===== src/rtl/instr_encoder_pkg.sv =====
// instr_encoder_pkg -- shared op, format and RV32I field constants (rev 1.0)
`default_nettype none

package instr_encoder_pkg;

   typedef enum logic [3:0] {
      OP_ADD  = 4'd0,
      OP_SUB  = 4'd1,
      OP_AND  = 4'd2,
      OP_OR   = 4'd3,
      OP_LW   = 4'd4,
      OP_LB   = 4'd5,
      OP_ADDI = 4'd6,
      OP_SW   = 4'd7,
      OP_SB   = 4'd8,
      OP_BEQ  = 4'd9
   } op_t;

   typedef enum logic [1:0] {
      r_format = 2'd0,
      i_format = 2'd1,
      s_format = 2'd2,
      b_format = 2'd3
   } instr_format_t;

   typedef enum logic [1:0] {
      S_IDLE = 2'd0,
      S_LOAD = 2'd1,
      S_DONE = 2'd2
   } state_t;

   localparam logic [6:0] OPC_OP     = 7'b0110011;
   localparam logic [6:0] OPC_LOAD   = 7'b0000011;
   localparam logic [6:0] OPC_OPIMM  = 7'b0010011;
   localparam logic [6:0] OPC_STORE  = 7'b0100011;
   localparam logic [6:0] OPC_BRANCH = 7'b1100011;

   localparam logic [2:0] F3_ADD_SUB = 3'b000;
   localparam logic [2:0] F3_OR      = 3'b110;
   localparam logic [2:0] F3_AND     = 3'b111;
   localparam logic [2:0] F3_LW      = 3'b010;
   localparam logic [2:0] F3_LB      = 3'b000;
   localparam logic [2:0] F3_ADDI    = 3'b000;
   localparam logic [2:0] F3_SW      = 3'b010;
   localparam logic [2:0] F3_SB      = 3'b000;
   localparam logic [2:0] F3_BEQ     = 3'b000;

   localparam logic [6:0] F7_BASE    = 7'b0000000;
   localparam logic [6:0] F7_SUB     = 7'b0100000;

   function automatic instr_format_t format_of(input op_t op);
      instr_format_t fmt;
      case (op)
         OP_LW, OP_LB, OP_ADDI: fmt = i_format;
         OP_SW, OP_SB:          fmt = s_format;
         OP_BEQ:                fmt = b_format;
         default:               fmt = r_format;
      endcase
      return fmt;
   endfunction

endpackage

`default_nettype wire


===== src/rtl/instr_encoder_if.sv =====
// instr_encoder_if -- load-session handshake and instruction-memory write bus (rev 1.0)
`default_nettype none

interface instr_encoder_if #(
   parameter int DEPTH = 256
);
   import instr_encoder_pkg::*;

   localparam int CW = $clog2(DEPTH) + 1;

   logic          start;
   logic          finish;
   logic          in_valid;
   logic          in_ready;
   op_t           in_op;
   logic [4:0]    in_rd;
   logic [4:0]    in_rs1;
   logic [4:0]    in_rs2;
   logic [12:0]   in_imm;
   logic          imem_we;
   logic [31:0]   imem_addr;
   logic [31:0]   imem_wdata;
   logic [CW-1:0] count;
   logic          busy;
   logic          full;
   logic          err;

   modport master (
      output start, finish, in_valid, in_op, in_rd, in_rs1, in_rs2, in_imm,
      input  in_ready, imem_we, imem_addr, imem_wdata, count, busy, full, err
   );

   modport slave (
      input  start, finish, in_valid, in_op, in_rd, in_rs1, in_rs2, in_imm,
      output in_ready, imem_we, imem_addr, imem_wdata, count, busy, full, err
   );

endinterface

`default_nettype wire


===== src/rtl/instr_pack.sv =====
// instr_pack -- combinational RV32I word packer with illegal-operand detection (rev 1.0)
`default_nettype none

module instr_pack
   import instr_encoder_pkg::*;
(
   input  op_t         op,
   input  logic [4:0]  rd,
   input  logic [4:0]  rs1,
   input  logic [4:0]  rs2,
   input  logic [12:0] imm,
   output logic [31:0] word,
   output logic        illegal
);

   logic [6:0]    opcode;
   logic [2:0]    funct3;
   logic [6:0]    funct7;
   instr_format_t fmt;
   logic          imm_fits_12;

   assign fmt = format_of(op);
   // A 13-bit value fits in 12 signed bits only when its top two bits agree.
   assign imm_fits_12 = (imm[12] == imm[11]);

   always_comb begin
      opcode  = OPC_OP;
      funct3  = F3_ADD_SUB;
      funct7  = F7_BASE;
      illegal = 1'b0;
      case (op)
         OP_ADD:  funct3 = F3_ADD_SUB;
         OP_SUB:  funct7 = F7_SUB;
         OP_AND:  funct3 = F3_AND;
         OP_OR:   funct3 = F3_OR;
         OP_LW:   begin opcode = OPC_LOAD;   funct3 = F3_LW;   end
         OP_LB:   begin opcode = OPC_LOAD;   funct3 = F3_LB;   end
         OP_ADDI: begin opcode = OPC_OPIMM;  funct3 = F3_ADDI; end
         OP_SW:   begin opcode = OPC_STORE;  funct3 = F3_SW;   end
         OP_SB:   begin opcode = OPC_STORE;  funct3 = F3_SB;   end
         OP_BEQ:  begin opcode = OPC_BRANCH; funct3 = F3_BEQ;  end
         default: illegal = 1'b1;
      endcase

      case (fmt)
         i_format, s_format: if (!imm_fits_12) illegal = 1'b1;
         b_format:           if (imm[0])       illegal = 1'b1;
         default:            ;
      endcase

      case (fmt)
         i_format: word = {imm[11:0], rs1, funct3, rd, opcode};
         s_format: word = {imm[11:5], rs2, rs1, funct3, imm[4:0], opcode};
         b_format: word = {imm[12], imm[10:5], rs2, rs1, funct3, imm[4:1], imm[11], opcode};
         default:  word = {funct7, rs2, rs1, funct3, rd, opcode};
      endcase
   end

endmodule

`default_nettype wire


===== src/rtl/instr_encoder.sv =====
// instr_encoder -- session FSM that encodes instruction fields and streams them into instruction memory (rev 1.0)
`default_nettype none

module instr_encoder
   import instr_encoder_pkg::*;
#(
   parameter int          DEPTH     = 256,
   parameter logic [31:0] BASE_ADDR = 32'h0
)
(
   input  logic clk,
   input  logic rst_n,
   instr_encoder_if.slave bus
);

   localparam int CW = $clog2(DEPTH) + 1;

   state_t        state;
   logic [CW-1:0] count_q;
   logic [31:0]   wr_ptr;
   logic          we_q;
   logic [31:0]   addr_q;
   logic [31:0]   wdata_q;
   logic          err_q;
   logic          full_q;
   logic          busy_q;

   logic [31:0]   word;
   logic          illegal;
   logic          accept;
   logic          do_write;
   logic          last_word;

   instr_pack u_pack (
      .op      (bus.in_op),
      .rd      (bus.in_rd),
      .rs1     (bus.in_rs1),
      .rs2     (bus.in_rs2),
      .imm     (bus.in_imm),
      .word    (word),
      .illegal (illegal)
   );

   // The DEPTH-th write moves the FSM to S_DONE on the same edge it lands,
   // so there is never a cycle where a final word is accepted but not yet counted.
   assign bus.in_ready = (state == S_LOAD) && !full_q;
   assign accept       = bus.in_valid && bus.in_ready;
   assign do_write     = accept && !illegal;
   assign last_word    = do_write && (count_q == CW'(DEPTH - 1));

   always_ff @(posedge clk or negedge rst_n) begin
      if (!rst_n) begin
         state   <= S_IDLE;
         count_q <= '0;
         wr_ptr  <= '0;
         we_q    <= 1'b0;
         addr_q  <= '0;
         wdata_q <= '0;
         err_q   <= 1'b0;
         full_q  <= 1'b0;
         busy_q  <= 1'b0;
      end else begin
         we_q   <= do_write;
         err_q  <= accept && illegal;
         busy_q <= do_write;
         if (do_write) begin
            addr_q  <= wr_ptr;
            wdata_q <= word;
            wr_ptr  <= wr_ptr + 32'd4;
            count_q <= count_q + CW'(1);
         end
         case (state)
            S_IDLE, S_DONE: begin
               if (bus.start) begin
                  state   <= S_LOAD;
                  count_q <= '0;
                  wr_ptr  <= BASE_ADDR;
                  full_q  <= 1'b0;
                  busy_q  <= 1'b1;
               end
            end
            S_LOAD: begin
               if (last_word) begin
                  state  <= S_DONE;
                  full_q <= 1'b1;
               end else if (bus.finish) begin
                  state  <= S_DONE;
               end else begin
                  busy_q <= 1'b1;
               end
            end
            default: state <= S_IDLE;
         endcase
      end
   end

   assign bus.imem_we    = we_q;
   assign bus.imem_addr  = addr_q;
   assign bus.imem_wdata = wdata_q;
   assign bus.count      = count_q;
   assign bus.busy       = busy_q;
   assign bus.full       = full_q;
   assign bus.err        = err_q;

endmodule

`default_nettype wire

===== src/flat_wrapper.sv =====
// flat-port wrapper written by rule: the top's interface ports become plain ports
module instr_encoder_flat import instr_encoder_pkg::*;
#(
   parameter int          DEPTH     = 256,
   parameter logic [31:0] BASE_ADDR = 32'h0
)
  (clk, rst_n, bus_start, bus_finish, bus_in_valid, bus_in_op, bus_in_rd, bus_in_rs1, bus_in_rs2, bus_in_imm, bus_in_ready, bus_imem_we, bus_imem_addr, bus_imem_wdata, bus_count, bus_busy, bus_full, bus_err);
  instr_encoder_if #(.DEPTH(DEPTH)) bus_i ();
  input  logic clk;
  input  logic rst_n;
  input wire logic [$bits(bus_i.start)-1:0] bus_start;
  input wire logic [$bits(bus_i.finish)-1:0] bus_finish;
  input wire logic [$bits(bus_i.in_valid)-1:0] bus_in_valid;
  input wire logic [$bits(bus_i.in_op)-1:0] bus_in_op;
  input wire logic [$bits(bus_i.in_rd)-1:0] bus_in_rd;
  input wire logic [$bits(bus_i.in_rs1)-1:0] bus_in_rs1;
  input wire logic [$bits(bus_i.in_rs2)-1:0] bus_in_rs2;
  input wire logic [$bits(bus_i.in_imm)-1:0] bus_in_imm;
  output wire logic [$bits(bus_i.in_ready)-1:0] bus_in_ready;
  output wire logic [$bits(bus_i.imem_we)-1:0] bus_imem_we;
  output wire logic [$bits(bus_i.imem_addr)-1:0] bus_imem_addr;
  output wire logic [$bits(bus_i.imem_wdata)-1:0] bus_imem_wdata;
  output wire logic [$bits(bus_i.count)-1:0] bus_count;
  output wire logic [$bits(bus_i.busy)-1:0] bus_busy;
  output wire logic [$bits(bus_i.full)-1:0] bus_full;
  output wire logic [$bits(bus_i.err)-1:0] bus_err;
  assign bus_i.start = bus_start;
  assign bus_i.finish = bus_finish;
  assign bus_i.in_valid = bus_in_valid;
  assign bus_i.in_op = bus_in_op;
  assign bus_i.in_rd = bus_in_rd;
  assign bus_i.in_rs1 = bus_in_rs1;
  assign bus_i.in_rs2 = bus_in_rs2;
  assign bus_i.in_imm = bus_in_imm;
  assign bus_in_ready = bus_i.in_ready;
  assign bus_imem_we = bus_i.imem_we;
  assign bus_imem_addr = bus_i.imem_addr;
  assign bus_imem_wdata = bus_i.imem_wdata;
  assign bus_count = bus_i.count;
  assign bus_busy = bus_i.busy;
  assign bus_full = bus_i.full;
  assign bus_err = bus_i.err;
  instr_encoder #(.DEPTH(DEPTH), .BASE_ADDR(BASE_ADDR)) u_core (.clk(clk), .rst_n(rst_n), .bus(bus_i));
endmodule

===== config.mk =====
export PLATFORM = sky130hd
export DESIGN_NAME = instr_encoder_flat
export DESIGN_NICKNAME = d
export VERILOG_FILES = /design/src/rtl/instr_encoder_pkg.sv /design/src/rtl/instr_encoder_if.sv /design/src/rtl/instr_pack.sv /design/src/rtl/instr_encoder.sv /design/src/flat_wrapper.sv
export SDC_FILE = /design/constraint.sdc
export NUM_CORES = 1
export LEC_CHECK = 0
export BUFFER_PORTS_ARGS = -buffer_cell sky130_fd_sc_hd__buf_2
export CORE_ASPECT_RATIO = 0.75
export CORE_MARGIN = 3
export CORE_UTILIZATION = 54
export DETAILED_ROUTE_END_ITERATION = 10
export PLACE_DENSITY = 0.84
export SETUP_SLACK_MARGIN = 0.02
export SYNTH_ARGS = -nofsm -noshare
export SYNTH_HDL_FRONTEND = slang
export SYNTH_SLANG_ARGS = --single-unit

===== constraint.sdc =====
create_clock -name clk -period 2.5 [get_ports clk]
set_input_delay 0.375 -clock clk [delete_from_list [all_inputs] [get_ports clk]]
set_output_delay 0.375 -clock clk [all_outputs]
set_load 0.05 [all_outputs]

==> flow_metrics.env, run 1 <==
export IMPL_post_dp_hpwl_mm=9.17
export IMPL_cp_cell_sequence="buf_8 > nor2b_4 > nor2b_4 > a31oi_4 > inv_2 > ha_4 > and3b_2 > a31o_4 > or4_4 > buf_6 > or3_1 > a21oi_1"
export IMPL_synth_cells=528
export IMPL_fin_nets=703
export IMPL_synth_top_area_share=0.534
export IMPL_post_place_ws_ps=-368
export IMPL_start_util=0.564
export IMPL_top_usage_layer="met2"
export IMPL_fillCellCount=659
export IMPL_cp_start_kind="input pin"
export IMPL_h_tree_depth=3
export IMPL_critPathRequiredTime_ps=2760
export IMPL_die_x_um=116
export IMPL_yosysTopAreaCell="dfrtp_1"
export IMPL_cts_tree="built"
export IMPL_cts_buffers=9
export IMPL_crit_path_max_incr_delay_ps=510
export IMPL_crit_type="in2reg"
export IMPL_power_density_nw_per_um2=803
export IMPL_finalMaxSlewViolations=0
export IMPL_path_clk_slew_ps=70
export IMPL_ioPinCount=115
export IMPL_endpoint_kind="flip-flop"
export IMPL_setup_ws_ps=-43.0
export IMPL_route_antenna_remaining_nets=0
export IMPL_antenna_found_initial=0
export IMPL_yosys_cell_count_top_type="nand2_1"
export IMPL_worstHoldPathType="in2async"
export IMPL_drive_gt1_frac=0.291
export IMPL_grt_use_met1=0.351
export IMPL_hold_viol=0
export IMPL_antenna_cells=0
export IMPL_setup_violations=5
export IMPL_cts_root_buffer="clkbuf_16"
export IMPL_cts_max_path_buffers=2
export IMPL_cpMostUsedCell="nor2b_4"
export IMPL_use_met2=0.420
export IMPL_routed_wl_mm=12.7
export IMPL_drtPass1Iterations=5
export IMPL_crit_fanout=12
export IMPL_synth_edf_count=0
export IMPL_period_minus_slack_ps=2540
export IMPL_num_vias=4487
export IMPL_finalPower_mw=4.98
export IMPL_synth_seq_area_share=0.534
export IMPL_vias_per_cell=5.81
export IMPL_cts_sinks=104
export IMPL_die_area_um2=10200
export IMPL_drt_initial_drc_count=420
export IMPL_critPathTopFamily="simple AND/OR/NAND/NOR gates"
export IMPL_ir_drop_uv=518
export IMPL_drv_cap=0
export IMPL_clock_skew_ps=8.82
export IMPL_fmax_mhz=393
export IMPL_worstMarginPinSlew_ps=894
export IMPL_status="finished, violations left"
export IMPL_gp_congestion=0.879
export IMPL_cp_arrival_ps=2810
export IMPL_startpoint="bus_in_op[3]"
export IMPL_rows=29
export IMPL_fin_crit_sh=1.02
export IMPL_syn_to_final_growth_pct=27.1
export IMPL_synth_cell_area_um2=4870
export IMPL_ys_ff_latch=104
export IMPL_synth_flop_cell="dfrtp_1"
export IMPL_die_h_um=88.3
export IMPL_port_buffers=110
export IMPL_yosysWarnings=0
export IMPL_leakage_nw=3.09
export IMPL_netlist_cell_type_count=53
export IMPL_synth_common_cells="145 x nand2_1, 104 x dfrtp_1, 49 x nor2_1, 22 x nand3_1, 19 x clkbuf_1"
export IMPL_post_route_drc_count=0
export IMPL_violations="negative setup slack"
export IMPL_core_area_um2=8640
export IMPL_slew_headroom=0.402
export IMPL_worstReg2RegStart="u_core.wr_ptr[8]$_DFF_PN0_"
export IMPL_grt_pass1_wl_mm=20.9
export IMPL_crit_slowest_cell="or4_4"
export IMPL_async_flop_share=1.00
export IMPL_rsz0062_at_grt="true"
export IMPL_avgSynthCellArea_um2=9.23
export IMPL_grt_start_max_net_pins=51
export IMPL_overflow=0
export IMPL_wl_per_cell_um=16.5
export IMPL_use_met3=0.0560
export IMPL_clock_latency_ps=350
export IMPL_grt_usage=0.259
export IMPL_grt_pass1_vias=4365
export IMPL_path_buf_inv=3
export IMPL_synthTopCellsByArea="dfrtp_1 53%, nand2_1 11%, nor2_1 3.8%, xnor2_1 2.7%, nand3_1 2.3%"
==> cells in the final DEF, fill, tap and decap left out, types with 7 or more instances in the layout <==
cell	n
nand2_1	144
buf_2	108
dfrtp_1	104
nor2_1	49
buf_4	35
nand3_1	22
xnor2_1	15
a21oi_1	14
nor4_1	9
o21ai_0	9
a221oi_1	9
clkbuf_16	9
o21a_1	7
or4_1	7
==> metal layers <==
metal  up-vias  wire length [um]
met5         -                 0
met4         0               279
met3        33               973
met2       223              6000
met1      2158              5450
li1       2073                 -
==> metrics by stage <==
step / instance area [um^2] / utilization / hold WS, ps / TNS [ps] / instances
after floorplan: 4970 / - / 79.4 / -484 / 531
after global placement: 5850 / 0.677 / 441 / -2810 / 755
after detailed placement: 5850 / 0.677 / 448 / -7190 / 755
after CTS: 6150 / 0.712 / 75.3 / -14.9 / 771
after global routing: 6200 / 0.717 / 106 / -599 / 772
final: 6200 / 0.717 / 49.5 / -147 / 772
==> cell type report <==
| class | instances | area (um^2) | area share |
|---|---|---|---|
| Sequential cell | 104 | 2600 | 0.420 |
| Clock inverter | 5 | 33.8 | 0.00545 |
| Inverter | 7 | 26.3 | 0.00424 |
| Timing Repair Buffer | 150 | 930 | 0.150 |
| Tap cell | 108 | 135 | 0.0218 |
| Clock buffer | 11 | 233 | 0.0376 |
| Multi-Input combinational cell | 387 | 2240 | 0.361 |
==> logic make-up (layout without fill, tap and decap cells) <==
kind of cell | Yosys count | in the layout | synth area share
and+or+nand+nor | 281 | 281 | 0.268
DFF | 104 | 104 | 0.534
AOI/OAI and AO/OA | 73 | 73 | 0.103
buffers and inverters | 40 | 173 | 0.0364
xor gates and xnor gates | 20 | 20 | 0.0359
adders and majority gates | 7 | 7 | 0.0180
muxes | 2 | 2 | 0.00411
other | 1 | 4 | 0.000769
==> worst paths after layout <==
path                       slack (ps)  depth (start not counted)                                     to
max                               -40                         12            u_core.wr_ptr[23]$_DFF_PN0_
min                                50                          1  u_core.bus.imem_wdata[25]$_DFFE_PN0P_
max reg2reg                       170                          5            u_core.wr_ptr[31]$_DFF_PN0_
min reg2reg                       460                          2  u_core.bus.imem_wdata[27]$_DFFE_PN0P_
max in group asynchronous        1850                          2    u_core.bus.imem_addr[2]$_DFFE_PN0P_
min in group clk                  220                          3  u_core.bus.imem_wdata[16]$_DFFE_PN0P_
==> flip-flops by register name, indices dropped and copies added, names as in the netlist <==
signal,count
u_core.state,2
u_core.bus.imem_wdata,29
u_core.bus.imem_addr,30
u_core.bus.full,1
u_core.bus.err,1
u_core.bus.imem_we,1
u_core.bus.count,9
u_core.bus.busy,1
u_core.wr_ptr,30
==> timing repair <==
item / 4_1_cts / 5_1_grt
hold endpoints to repair: 0 / 0
hold buffers: 0 / 0
pin swaps: 0 / 6
setup buffers: 0 / 1
gates resized for setup: 6 / 11
endpoints found under the setup margin: 5 / 12
==> worst reg2reg max path: stages (launching register included) <==
cell     delay (ps)
dfrtp_1         450
nand4_1         220
or4_1           600
nor4_2          320
or4b_1          470
a21oi_1         180
==> power by group <==
group | leakage [nW] | internal [mW] | switching, mW | total (mW)
Combinational | 1.57 | 0.411 | 1.25 | 1.66
Sequential | 1.40 | 1.90 | 0.134 | 2.04
Clock | 0.126 | 0.674 | 0.604 | 1.28
No activity file was read; power rests on OpenSTA's default activity.
==> inputs of run 2 (changes only) <==
--- a/config.mk
+++ b/config.mk
@@ -5,10 +5,11 @@
 export SDC_FILE = /design/constraint.sdc
 export NUM_CORES = 1
 export LEC_CHECK = 0
+export ABC_AREA = 1
 export BUFFER_PORTS_ARGS = -buffer_cell sky130_fd_sc_hd__buf_2
 export CORE_ASPECT_RATIO = 0.75
 export CORE_MARGIN = 3
-export CORE_UTILIZATION = 54
+export CORE_UTILIZATION = 55
 export DETAILED_ROUTE_END_ITERATION = 10
 export PLACE_DENSITY = 0.84
 export SETUP_SLACK_MARGIN = 0.02
==> flow_metrics.env, run 2 <==
export IMPL_antenna_cells=0
export IMPL_grt_start_max_net_pins=46
export IMPL_use_met3=0.0549
export IMPL_yosys_cell_count_top_type="nand2_1"
export IMPL_fin_nets=883
export IMPL_grt_pass1_wl_mm=23.8
export IMPL_drt_initial_drc_count=434
export IMPL_fillCellCount=787
export IMPL_routed_wl_mm=14.4
export IMPL_share_clk_of_total_power=0.256
export IMPL_rows=30
export IMPL_yosysTopAreaCell="dfrtp_1"
export IMPL_port_buffers=110
export IMPL_clock_skew_ps=10.8
export IMPL_start_util=0.581
export IMPL_placed_area_um2=6160
export IMPL_synth_cells=723
export IMPL_ys_ff_latch=104
export IMPL_wl_per_cell_um=14.8
export IMPL_cts_tree="built"
export IMPL_cpMostUsedCell="nand2_1"
export IMPL_ir_drop_uv=863
export IMPL_critPathTopFamily="simple AND/OR/NAND/NOR gates"
export IMPL_crit_fanout=12
export IMPL_die_x_um=120
export IMPL_core_area_um2=9270
export IMPL_multi_input_area_um2=2380
export IMPL_grt_usage=0.268
export IMPL_synth_common_cells="271 x nand2_1, 104 x dfrtp_1, 67 x nor2_1, 64 x inv_1, 52 x o21ai_0"
export IMPL_num_vias=5226
export IMPL_synth_seq_area_share=0.483
export IMPL_post_route_drc_count=0
export IMPL_worstMarginPinSlew_ps=668
export IMPL_antenna_found_initial=0
export IMPL_synth_cell_area_um2=5390
export IMPL_rsz0062_at_grt="false"
export IMPL_final_setup_tns_ps=0
export IMPL_slew_headroom=0.554
export IMPL_syn_to_final_growth_pct=19.9
export IMPL_setup_violations=0
export IMPL_clock_latency_ps=350
export IMPL_post_dp_hpwl_mm=10.8
export IMPL_regArea_um2=2600
export IMPL_die_h_um=91.7
export IMPL_worstReg2RegStart="u_core.wr_ptr[2]$_DFF_PN0_"
export IMPL_worstHoldPathType="in2async"
export IMPL_die_area_um2=11000
export IMPL_final_area_um2=6460
export IMPL_yosysWarnings=0
export IMPL_route_antenna_remaining_nets=0
export IMPL_p_switching_mw=2.32
export IMPL_use_met2=0.410
export IMPL_crit_path_max_incr_delay_ps=320
export IMPL_fmax_mhz=455
export IMPL_ctsHoldBuffers=0
export IMPL_path_clk_slew_ps=70
export IMPL_vias_per_cell=5.38
export IMPL_cts_sinks=104
export IMPL_overflow=0
export IMPL_h_tree_depth=3
export IMPL_cts_resized=0
export IMPL_drive_gt1_frac=0.191
export IMPL_power_density_nw_per_um2=850
export IMPL_grt_use_met1=0.394
export IMPL_cts_root_buffer="clkbuf_16"
export IMPL_period_minus_slack_ps=2200
export IMPL_drv_cap=0
export IMPL_cp_arrival_ps=2460
export IMPL_async_flop_share=1.00
export IMPL_path_buf_inv=4
export IMPL_cts_max_path_buffers=2
export IMPL_power_frac_comb=0.360
export IMPL_final_common_cell="nand2_1"
export IMPL_p_sw_frac=0.422
export IMPL_top_usage_layer="met2"
export IMPL_p_int_mw=3.17
export IMPL_endpoint_kind="flip-flop"
export IMPL_synth_edf_count=0
export IMPL_avgSynthCellArea_um2=7.45
export IMPL_netlist_cell_type_count=30
export IMPL_finish_utilization=0.696
export IMPL_cp_cell_sequence="buf_2 > inv_1 > or2_2 > nor3_1 > nor2_1 > ha_1 > nand2_1 > nand3_2 > a21oi_4 > buf_4 > nand2_1 > nand2_1 > inv_1 > nor2_1"
export IMPL_drtPass1Iterations=5
export IMPL_layout_common_cells="271 x nand2_1, 109 x buf_2, 104 x dfrtp_1"
export IMPL_leakage_nw=3.30
export IMPL_critPathRequiredTime_ps=2770
export IMPL_synthTopCellsByArea="dfrtp_1 48%, nand2_1 19%, o21ai_0 4.8%, nor2_1 4.7%, inv_1 4.5%"
export IMPL_ioPinCount=115
export IMPL_cts_buffers=9
export IMPL_status="complete, no violations"
export IMPL_seqPwrFrac=0.384
export IMPL_synth_flop_cell="dfrtp_1"
export IMPL_startpoint="bus_in_op[0]"
export IMPL_crit_slowest_cell="ha_1"
export IMPL_cts_setup_buffers=0
export IMPL_cp_start_kind="input pin"
export IMPL_finalMaxSlewViolations=0
export IMPL_crit_type="in2reg"
export IMPL_gp_congestion=0.922
export IMPL_synth_top_area_share=0.483
export IMPL_grt_pass1_vias=4939
export IMPL_hold_viol=0
export IMPL_fin_crit_sh=0.878
==> run 2: path summary, 6_finish.rpt <==
path | to | slack (ps) | cells past startpoint
max reg2reg | u_core.wr_ptr[30]$_DFF_PN0_ | 500 | 9
max in group asynchronous | u_core.bus.imem_addr[29]$_DFFE_PN0P_ | 1740 | 2
min | u_core.bus.imem_wdata[15]$_DFFE_PN0P_ | 30 | 1
min reg2reg | u_core.bus.imem_wdata[21]$_DFFE_PN0P_ | 470 | 2
max | u_core.wr_ptr[24]$_DFF_PN0_ | 300 | 14
min in group clk | u_core.bus.imem_wdata[17]$_DFFE_PN0P_ | 220 | 3
==> run 2: power groups by stage <==
stage	clock network, mW	logic (mW)	registers [mW]
after floorplan	0	0.561	3.00
after global placement	0	1.94	2.12
after detailed placement	0	1.98	2.13
after CTS	1.43	1.98	2.11
after global routing	1.50	2.10	2.14
final	1.40	1.98	2.11
==> run 2: metrics by stage <==
stage	power, mW	hold slack [ps]	worst slack (ps)	cells
finish	5.49	33.9	304	972
floorplan	3.56	79.4	319	726
global placement	4.06	424	143	956
detailed placement	4.11	420	-34.5	956
global route	5.74	60.1	118	972
CTS	5.52	53.4	318	972
==> run 2: worst reg2reg max path, delay by kind of cell (launching register included) <==
family                   cells  cell delay [ps]
AND/OR/NAND/NOR              5              790
flip-flops                   1              450
adder cells (fa/ha/maj)      1              290
buffers and inverters        2              230
AO/OA/AOI/OAI                1              140
==> run 2: final cells by class <==
class | instances | area share
clock buffer | 10 | 0.0355
clock inverter | 6 | 0.0101
inverter | 65 | 0.0378
multi-input combinational | 526 | 0.369
sequential | 104 | 0.403
tap | 128 | 0.0248
timing repair buffer | 133 | 0.120
==> run 2: cell families (layout without fill, tap and decap cells) <==
group,Yosys count,in the layout,synth area share
AND/OR/NAND/NOR,407,407,0.307
flip-flops,104,104,0.483
AO/OA/AOI/OAI,101,101,0.103
buffers and inverters,96,214,0.0778
adder cells (fa/ha/maj),7,7,0.0163
XOR/XNOR,7,7,0.0114
other,1,4,0.000696
==> run 2: metal layers <==
metal	wire length, um	vias up
met5	0	-
met4	187	0
met3	1080	19
met2	6420	217
met1	6730	2467
li1	-	2523
==> inputs of run 3 (changes only) <==
--- a/config.mk
+++ b/config.mk
@@ -12,7 +12,9 @@
 export CORE_UTILIZATION = 55
 export DETAILED_ROUTE_END_ITERATION = 10
 export PLACE_DENSITY = 0.84
+export REMOVE_ABC_BUFFERS = 1
 export SETUP_SLACK_MARGIN = 0.02
 export SYNTH_ARGS = -nofsm -noshare
 export SYNTH_HDL_FRONTEND = slang
+export SYNTH_HIERARCHICAL = 1
 export SYNTH_SLANG_ARGS = --single-unit
==> flow_metrics.env, run 3 <==
export IMPL_status="complete, no violations"
export IMPL_cts_sinks=107
export IMPL_power_frac_comb=0.352
export IMPL_die_area_um2=11000
export IMPL_p_switching_mw=2.30
export IMPL_path_clk_slew_ps=70
export IMPL_h_tree_depth=3
export IMPL_port_buffers=112
export IMPL_critPathTopFamily="buffers and inverters"
export IMPL_cts_setup_buffers=0
export IMPL_worstMarginPinSlew_ps=835
export IMPL_fillCellCount=760
export IMPL_crit_slowest_cell="ha_1"
export IMPL_synth_top_area_share=0.497
export IMPL_p_int_mw=3.17
export IMPL_cts_root_buffer="clkbuf_16"
export IMPL_setup_violations=0
export IMPL_yosys_cell_count_top_type="nand2_1"
export IMPL_regArea_um2=2680
export IMPL_num_vias=4886
export IMPL_largest_reg_flops=32
export IMPL_yosysWarnings=6
export IMPL_drtPass1Iterations=5
export IMPL_netlist_cell_type_count=35
export IMPL_multi_input_area_um2=2270
export IMPL_cts_tree="built"
export IMPL_worstHoldPathType="in2async"
export IMPL_die_x_um=120
export IMPL_cp_cell_sequence="buf_2 > inv_1 > nand3_4 > o21ai_1 > inv_1 > ha_1 > nand2_1 > nand2_1 > nand2_1 > nand2_1 > inv_1 > nand4_4 > inv_2 > buf_4 > o21ai_0 > a21oi_1"
export IMPL_overflow=0
export IMPL_power_density_nw_per_um2=851
export IMPL_slew_headroom=0.442
export IMPL_synth_cells=701
export IMPL_synthTopCellsByArea="dfrtp_1 50%, nand2_1 18%, nor2_1 5.4%, inv_1 4.7%, o21ai_0 3.3%"
export IMPL_hold_viol=0
export IMPL_grt_start_max_net_pins=45
export IMPL_critPathRequiredTime_ps=2770
export IMPL_period_minus_slack_ps=2270
export IMPL_dp_cells=934
export IMPL_avgSynthCellArea_um2=7.68
export IMPL_clock_latency_ps=350
export IMPL_grt_pass1_wl_mm=22.1
export IMPL_finish_utilization=0.693
export IMPL_drive_gt1_frac=0.210
export IMPL_p_sw_frac=0.420
export IMPL_route_antenna_remaining_nets=0
export IMPL_synth_flop_cell="dfrtp_1"
export IMPL_ir_drop_uv=803
export IMPL_finalMaxSlewViolations=0
export IMPL_ctsHoldBuffers=0
export IMPL_yosysTopAreaCell="dfrtp_1"
export IMPL_cts_buffers=9
export IMPL_fin_nets=861
export IMPL_die_h_um=91.7
export IMPL_rows=30
export IMPL_syn_to_final_growth_pct=19.3
export IMPL_drv_cap=0
export IMPL_grt_usage=0.245
export IMPL_gp_congestion=0.924
export IMPL_final_common_cell="nand2_1"
export IMPL_post_dp_hpwl_mm=9.50
export IMPL_crit_type="in2reg"
export IMPL_synth_cell_area_um2=5390
export IMPL_fin_crit_sh=0.907
export IMPL_cp_arrival_ps=2540
export IMPL_crit_path_max_incr_delay_ps=290
export IMPL_path_buf_inv=6
export IMPL_post_route_drc_count=0
export IMPL_crit_fanout=13
export IMPL_endpoint_kind="flip-flop"
export IMPL_routed_wl_mm=13.1
export IMPL_antenna_cells=0
export IMPL_fmax_mhz=441
export IMPL_ys_ff_latch=107
export IMPL_final_setup_tns_ps=0
export IMPL_ioPinCount=115
export IMPL_async_flop_share=1.00
export IMPL_layout_common_cells="256 x nand2_1, 111 x buf_2, 107 x dfrtp_1"
export IMPL_leakage_nw=3.55
export IMPL_cp_start_kind="input pin"
export IMPL_drt_initial_drc_count=485
export IMPL_cpMostUsedCell="nand2_1"
export IMPL_cts_max_path_buffers=2
export IMPL_synth_common_cells="256 x nand2_1, 107 x dfrtp_1, 78 x nor2_1, 68 x inv_1, 36 x o21ai_0"
export IMPL_wl_per_cell_um=13.8
export IMPL_core_area_um2=9270
export IMPL_vias_per_cell=5.14
export IMPL_grt_pass1_vias=4852
export IMPL_seqPwrFrac=0.399
export IMPL_antenna_found_initial=0
export IMPL_share_clk_of_total_power=0.249
export IMPL_clock_skew_ps=5.74
export IMPL_rsz0062_at_grt="false"
export IMPL_synth_edf_count=0
export IMPL_fin_cells=950
export IMPL_start_util=0.581
export IMPL_synth_seq_area_share=0.497
[run 3: cell count changes after synthesis, moves of 8 or more]
cell,change
buf_2,-9
a22oi_1,-9
nand4_1,-8
nand2_1,-15
nor2_1,+11
o21ai_0,-16
[run 3: stage by stage]
stage / hold WS (ps) / setup slack [ps] / power [mW] / cell area (um^2)
after floorplan: 79.4 / -1260 / 3.57 / 5220
after global placement: 396 / 35.1 / 4.09 / 6130
after detailed placement: 402 / -131 / 4.13 / 6130
after CTS: 30.7 / 212 / 5.50 / 6420
after global routing: 47.2 / 61.8 / 5.73 / 6430
final: 12.6 / 233 / 5.47 / 6430
[run 3: worst reg2reg max path, stage by stage, from the launching register on]
cell,delay [ps]
dfrtp_1,400
ha_1,230
nand2_1,80
nor2_2,190
nand3_1,220
nor2_8,210
nand2_1,90
o21ai_1,150
nor2_1,70
[run 3: worst paths after layout]
check                                                     start                                    end  slack [ps]  cells after the start
min                                                       rst_n   u_core/bus.imem_addr[24]$_DFFE_PN0P_          10                      1
max reg2reg                          u_core/wr_ptr[2]$_DFF_PN0_            u_core/wr_ptr[26]$_DFF_PN0_         750                      8
min in group clk                                  bus_in_rs1[4]  u_core/bus.imem_wdata[19]$_DFFE_PN0P_         220                      3
max in group asynchronous                                 rst_n    u_core/bus.imem_addr[9]$_DFFE_PN0P_        1800                      2
min reg2reg                u_core/bus.imem_wdata[2]$_DFFE_PN0P_   u_core/bus.imem_wdata[2]$_DFFE_PN0P_         480                      2
max                                                bus_in_op[1]          u_core/bus.count[8]$_DFF_PN0_         230                     16
[run 3: cells by family after synthesis]
logic type,count (synthesis),share of synthesized area
flip-flops,107,0.497
other,3,0.00209
adder cells (fa/ha/maj),7,0.0163
AND/OR/NAND/NOR,397,0.312
buffers and inverters,105,0.0853
AO/OA/AOI/OAI,75,0.0760
XOR/XNOR,7,0.0114
[run 3: final cells by class]
cell class,instances,area share
Sequential cell,107,0.417
Multi-Input combinational cell,492,0.353
Timing Repair Buffer,134,0.117
Inverter,73,0.0434
Clock buffer,12,0.0399
Tap cell,128,0.0249
Clock inverter,4,0.00526
[run 3: what timing repair did]
item / 4_1_cts / 5_1_grt
hold endpoints to repair: 0 / 0
setup endpoints to repair: 0 / 2
gates resized for setup: 0 / 1
[run 3: routing by layer]
layer	wire, um	GRT usage	vias to the layer above
met2	6320	0.413	189
li1	-	-	2390
met1	5600	0.311	2282
met5	0	0	-
met4	238	0.0858	0
met3	926	0.0604	25
[run 3: power groups by stage]
stage | combinational (mW) | sequential [mW] | clock (mW)
6_report | 1.93 | 2.18 | 1.36
5_1_grt | 2.06 | 2.22 | 1.46
4_1_cts | 1.94 | 2.18 | 1.38
3_5_place_dp | 1.93 | 2.20 | 0
3_3_place_gp | 1.89 | 2.20 | 0
2_1_floorplan | 0.446 | 3.13 | 0
